### src/rtl/weight_serializer_if.sv
// Upstream word port and bit-serial MAC port of the weight serializer.
// Handshake: a word transfers on a rising edge where in_valid and in_ready are both high.
interface weight_serializer_if #(
  parameter int ACT_WIDTH = 16,
  parameter int W_WIDTH   = 8
);
  logic                 in_valid;
  logic                 in_ready;
  logic [W_WIDTH-1:0]   in_weight;
  logic [ACT_WIDTH-1:0] in_act;
  logic [3:0]           in_precision;
  logic                 set;
  logic                 valid;
  logic                 w;
  logic [ACT_WIDTH-1:0] act;
  logic [3:0]           precision;
  logic                 last;

  modport slave (
    input  in_valid, in_weight, in_act, in_precision,
    output in_ready, set, valid, w, act, precision, last
  );

  modport master (
    output in_valid, in_weight, in_act, in_precision,
    input  in_ready, set, valid, w, act, precision, last
  );
endinterface

### src/rtl/weight_serializer.sv
// Serializes two's-complement weights LSB first for a bit-serial MAC (IDLE -> SET -> SHIFT).
// Define WSER_PREFETCH_EN to add a one-entry hold register so words run back to back.
module weight_serializer #(
  parameter int ACT_WIDTH = 16,
  parameter int W_WIDTH   = 8
) (
  input  logic               clk,
  input  logic               rst,
  weight_serializer_if.slave bus,
  output logic [1:0]         o_dbg_state
);
  typedef enum logic [1:0] {IDLE = 2'd0, SET = 2'd1, SHIFT = 2'd2} state_t;

  localparam logic [3:0] P_MAX = 4'(W_WIDTH);

  state_t               r_state;
  state_t               w_next_state;
  logic [W_WIDTH-1:0]   r_weight;
  logic [ACT_WIDTH-1:0] r_act;
  logic [3:0]           r_prec;
  logic [3:0]           r_cnt;
  logic                 w_accept;
  logic                 w_last;
  logic                 w_load_in;
  logic                 w_in_ready;
  logic [3:0]           w_in_prec;

  // Zero or oversize precision means "full width"; this keeps r_cnt from wrapping.
  assign w_in_prec = (bus.in_precision == 4'd0 || bus.in_precision > P_MAX) ? P_MAX : bus.in_precision;
  assign w_last    = (r_state == SHIFT) && (r_cnt == r_prec - 4'd1);
  assign w_accept  = bus.in_valid && w_in_ready;

`ifdef WSER_PREFETCH_EN
  logic                 r_hold_valid;
  logic [W_WIDTH-1:0]   r_hold_weight;
  logic [ACT_WIDTH-1:0] r_hold_act;
  logic [3:0]           r_hold_prec;
  logic                 w_load_hold;
  logic                 w_hold_push;

  // On the last bit the hold entry drains into the active word, so it can refill that same cycle.
  assign w_in_ready  = !r_hold_valid || w_last;
  assign w_hold_push = w_accept && !w_load_in;

  always_ff @(posedge clk) begin
    if (rst) begin
      r_hold_valid  <= 1'b0;
      r_hold_weight <= '0;
      r_hold_act    <= '0;
      r_hold_prec   <= 4'd0;
    end else if (w_hold_push) begin
      r_hold_valid  <= 1'b1;
      r_hold_weight <= bus.in_weight;
      r_hold_act    <= bus.in_act;
      r_hold_prec   <= w_in_prec;
    end else if (w_load_hold) begin
      r_hold_valid  <= 1'b0;
    end
  end
`else
  assign w_in_ready = (r_state == IDLE);
`endif

  always_comb begin
    w_next_state = r_state;
    w_load_in    = 1'b0;
`ifdef WSER_PREFETCH_EN
    w_load_hold  = 1'b0;
`endif
    case (r_state)
      IDLE: begin
        if (w_accept) begin
          w_next_state = SET;
          w_load_in    = 1'b1;
        end
      end
      SET: w_next_state = SHIFT;
      SHIFT: begin
        if (w_last) begin
          w_next_state = IDLE;
`ifdef WSER_PREFETCH_EN
          if (r_hold_valid) begin
            w_next_state = SET;
            w_load_hold  = 1'b1;
          end else if (w_accept) begin
            w_next_state = SET;
            w_load_in    = 1'b1;
          end
`endif
        end
      end
      default: w_next_state = IDLE;
    endcase
  end

  always_ff @(posedge clk) begin
    if (rst) begin
      r_state  <= IDLE;
      r_weight <= '0;
      r_act    <= '0;
      r_prec   <= 4'd0;
      r_cnt    <= 4'd0;
    end else begin
      r_state <= w_next_state;
      if (w_load_in) begin
        r_weight <= bus.in_weight;
        r_act    <= bus.in_act;
        r_prec   <= w_in_prec;
        r_cnt    <= 4'd0;
`ifdef WSER_PREFETCH_EN
      end else if (w_load_hold) begin
        r_weight <= r_hold_weight;
        r_act    <= r_hold_act;
        r_prec   <= r_hold_prec;
        r_cnt    <= 4'd0;
`endif
      end else if (r_state == SHIFT) begin
        r_weight <= r_weight >> 1;
        r_cnt    <= r_cnt + 4'd1;
      end
    end
  end

  // Stale word registers stay hidden behind the IDLE gate.
  assign bus.in_ready  = w_in_ready;
  assign bus.set       = (r_state == SET);
  assign bus.valid     = (r_state == SHIFT);
  assign bus.w         = (r_state == SHIFT) && r_weight[0];
  assign bus.last      = w_last;
  assign bus.act       = (r_state == IDLE) ? '0 : r_act;
  assign bus.precision = (r_state == IDLE) ? 4'd0 : r_prec;
  assign o_dbg_state   = r_state;
endmodule

### src/flat_wrapper.sv
// flat-port wrapper written by rule: the top's interface ports become plain ports
module weight_serializer_flat 
#(
  parameter int ACT_WIDTH = 16,
  parameter int W_WIDTH   = 8
)
  (clk, rst, o_dbg_state, bus_in_valid, bus_in_weight, bus_in_act, bus_in_precision, bus_in_ready, bus_set, bus_valid, bus_w, bus_act, bus_precision, bus_last);
  weight_serializer_if #(.ACT_WIDTH(ACT_WIDTH), .W_WIDTH(W_WIDTH)) bus_i ();
  input  logic clk;
  input  logic rst;
  output logic [1:0] o_dbg_state;
  input wire logic [$bits(bus_i.in_valid)-1:0] bus_in_valid;
  input wire logic [$bits(bus_i.in_weight)-1:0] bus_in_weight;
  input wire logic [$bits(bus_i.in_act)-1:0] bus_in_act;
  input wire logic [$bits(bus_i.in_precision)-1:0] bus_in_precision;
  output wire logic [$bits(bus_i.in_ready)-1:0] bus_in_ready;
  output wire logic [$bits(bus_i.set)-1:0] bus_set;
  output wire logic [$bits(bus_i.valid)-1:0] bus_valid;
  output wire logic [$bits(bus_i.w)-1:0] bus_w;
  output wire logic [$bits(bus_i.act)-1:0] bus_act;
  output wire logic [$bits(bus_i.precision)-1:0] bus_precision;
  output wire logic [$bits(bus_i.last)-1:0] bus_last;
  assign bus_i.in_valid = bus_in_valid;
  assign bus_i.in_weight = bus_in_weight;
  assign bus_i.in_act = bus_in_act;
  assign bus_i.in_precision = bus_in_precision;
  assign bus_in_ready = bus_i.in_ready;
  assign bus_set = bus_i.set;
  assign bus_valid = bus_i.valid;
  assign bus_w = bus_i.w;
  assign bus_act = bus_i.act;
  assign bus_precision = bus_i.precision;
  assign bus_last = bus_i.last;
  weight_serializer #(.ACT_WIDTH(ACT_WIDTH), .W_WIDTH(W_WIDTH)) u_core (.clk(clk), .rst(rst), .bus(bus_i), .o_dbg_state(o_dbg_state));
endmodule
### config.mk
export PLATFORM = sky130hd
export DESIGN_NAME = weight_serializer_flat
export DESIGN_NICKNAME = d
export VERILOG_FILES = /design/src/rtl/weight_serializer_if.sv /design/src/rtl/weight_serializer.sv /design/src/flat_wrapper.sv
export SDC_FILE = /design/constraint.sdc
export NUM_CORES = 1
export LEC_CHECK = 0
export ABC_AREA = 1
export BUFFER_PORTS_ARGS = -buffer_cell sky130_fd_sc_hd__buf_2
export CORE_MARGIN = 2
export CORE_UTILIZATION = 35
export CTS_CLUSTER_DIAMETER = 150
export DETAILED_ROUTE_END_ITERATION = 10
export PLACE_DENSITY = 0.57
export REMOVE_ABC_BUFFERS = 1
export SLEW_MARGIN = 20
export SYNTH_ARGS = -nofsm -noshare
export SYNTH_HDL_FRONTEND = slang
export SYNTH_SLANG_ARGS = --single-unit
### constraint.sdc
create_clock -name clk -period 4.45 [get_ports clk]
set_input_delay 1.335 -clock clk [delete_from_list [all_inputs] [get_ports clk]]
set_output_delay 1.335 -clock clk [all_outputs]
set_load 0.05 [all_outputs]
==> run_results.csv <==
group,metric,value,unit
status,status,"completed",
clocking,post_cts_buffers,0,
timing,finalCritPeriodShare,0.701,
final_layout,antenna_cells,0,
final_layout,drive_gt1_frac,0.325,
drt,detail_route.vias_per_cell,4.48,
placed_design,placed_area,0.00186,mm^2
global_route,grt_max_degree,26,
placed_design,dp_hpwl,2430,um
global_route,track_usage,0.143,
clocking,h-tree-depth,2,
setup_path,cp_data_required_time,3.12,ns
drt,drt_iter0_markers,51,
global_route,grt_overflow,0,
drt,wl,3360,um
global_route,grt_pass1_wl,5560,um
die,die-area,0.00497,mm^2
power_and_ir_drop,p_per_area,359,mW/mm^2
final_layout,final_common_cell,"buf_2",
global_route,antenna_found_initial,0,
drt,dr.pass1.iters,4,
setup_path,crit_path_start_kind,"flop",
timing,report.final.slew_viol_count,0,
timing,finalSetupViolations,0,
power_and_ir_drop,peakVddDrop,144,uV
synthesis,syn_inst,213,
final_layout,fin_nets,303,
die,core,0.00429,mm^2
die,num_rows,24,
global_route,grt_pass1_vias,1314,
setup_path,crit_slowest_cell,"dfxtp_1",
synthesis,ys_warn_count,0,
synthesis,synth_top_area_frac,0.440,
timing,min_period,3.12,ns
die,die_width,70.5,um
clocking,cts_buffers,5,
synthesis,ys_seq_elements,34,
setup_path,reg2reg_depth,6,
synthesis,syn_area,0.00155,mm^2
timing,max_slew_margin,0.414,
final_layout,final_cell_mix,"57 x buf_2, 55 x nand2_1, 34 x dfxtp_1",
clocking,clkSinkCount,34,
drt,wire_per_inst,10.4,um
setup_path,crit_path_max_fanout,4,
final_layout,fin_area,0.00195,mm^2
worst_hold_path,worstHoldPathCells,2,
placed_design,gp_congestion,0.719,
placed_design,io_buffers,57,
power_and_ir_drop,leakagePower,0.905,nW
timing,hold_violations,0,
die,die_y,70.5,um
flow_run,cap_violations,0,
setup_path,slowest_delay,0.37,ns
setup_path,path_cells,"inv_1 -> ha_1 -> xnor2_1 -> nor2_1 -> nand3_1 -> nor2_1 -> buf_2",
clocking,clkLatencyLatePin,0.28,ns
timing,final.setup.tns,0,ns
die,start_util,0.360,
timing,tightestPinTransition,0.879,ns
synthesis,synth_top_cell_by_area,"dfxtp_1",
drt,dr_total_vias,1446,
setup_path,setup.worst_path.class,"flop to output port",
synthesis,avgSynthCellArea,7.26,um^2
clocking,cts_root_buf,"clkbuf_8",
drt,drc,0,
timing,grt_setup_unrepaired,"no",
die,boundaryPins,58,
worst_hold_path,hp-class,"flop to flop",
clocking,cts_buffer_depth,2,
setup_path,worstPathArrival,1.79,ns
synthesis,ys_types,23,
clocking,cts_hold_buf,0,
final_layout,syn2layout_area_growth,26.1,%
timing,max_freq,320,MHz
drt,drt.antenna.violating_nets,0,
clocking,cts_resized,0,
clocking,cts_tree,"yes",
synthesis,synth.area.top_cells,"dfxtp_1 44%, nand2_1 13%, o21ai_2 9.1%",
setup_path,worstSetupEndpointType,"output port",
timing,fin_worst_skew,0.00190,ns
synthesis,ys_seq_area_frac,0.440,
setup_path,path_common_cell,"nor2_1",
clocking,clk_pin_slew,0.07,ns
-- synthesized netlist by cell type, drive strengths merged --
| cell type | n |
|---|---|
| dfxtp | 34 |
| buf | 6 |
| clkbuf | 3 |
| or2 | 1 |
| nand2 | 57 |
| a31oi | 6 |
| xnor2 | 2 |
| ha | 2 |
| nor2 | 33 |
| inv | 30 |
| nor3 | 3 |
| nand3 | 8 |
| o21ai | 24 |
| xor2 | 1 |
| a21oi | 3 |
-- power breakdown --
part | internal [mW] | switching (mW)
clock network | 0.125 | 0.107
logic | 0.0398 | 0.0964
registers | 0.324 | 0.00819
-- metal layers --
metal / up-vias / wire, um / GRT usage
met3: 7 / 153 / 0.0404
li1: 770 / - / -
met2: 33 / 1530 / 0.227
met4: 0 / 67 / 0.0705
met5: - / 0 / 0
met1: 636 / 1610 / 0.175
-- final timing paths --
check	start	to	slack, ns
hold / removal	u_core.r_act[2]	u_core.r_act[2]	0.47
setup reg to reg	u_core.o_dbg_state[1]	u_core.r_act[0]	2.33
hold reg to reg	u_core.r_act[2]	u_core.r_act[2]	0.47
setup / recovery	u_core.r_prec[0]	bus_last	1.33
-- per-stage QoR --
step | cells | util | power [mW] | setup WS, ns | hold slack [ns]
3_3_place_gp | 315 | 0.433 | 0.476 | 1.64 | 0.457
3_5_place_dp | 315 | 0.433 | 0.477 | 1.64 | 0.460
4_1_cts | 323 | 0.454 | 0.711 | 1.32 | 0.470
6_report | 323 | 0.454 | 0.701 | 1.33 | 0.466
2_1_floorplan | 204 | - | 0.435 | 1.22 | 0.439
5_1_grt | 323 | 0.454 | 0.740 | 1.17 | 0.481
-- cell families (layout without fill, tap and decap cells) --
| group | after synthesis | after routing | share of synthesized area |
|---|---|---|---|
| AO/OA/AOI/OAI | 33 | 33 | 0.153 |
| XOR/XNOR | 3 | 3 | 0.0170 |
| flip-flops | 34 | 34 | 0.440 |
| AND/OR/NAND/NOR | 102 | 102 | 0.266 |
| adder cells (fa/ha/maj) | 2 | 2 | 0.0162 |
| buffers and inverters | 39 | 97 | 0.108 |
-- flip-flops by register name, indices dropped and copies added, names as in the netlist --
name / count
u_core.r_act: 16
u_core.r_prec: 4
u_core.o_dbg_state: 2
u_core.r_cnt: 4
u_core.r_weight: 8
-- worst max-delay path, delay by kind of cell (launching register included) --
kind / cells / cell delay (ns)
fa+ha+maj: 1 / 0.32
buf+inv: 2 / 0.37
flops: 1 / 0.37
simple gates: 3 / 0.30
xor+xnor: 1 / 0.13
-- layout make-up --
type / instances / area [um^2]
clock buffers: 7 / 86.3
clock inverters: 1 / 5.00
fillers: 473 / 2340
inverters: 30 / 113
multi-input cells: 140 / 699
flip-flops and latches: 34 / 681
well taps: 52 / 65.1
repair buffers: 59 / 300
Power figures use the tool's default switching activity.
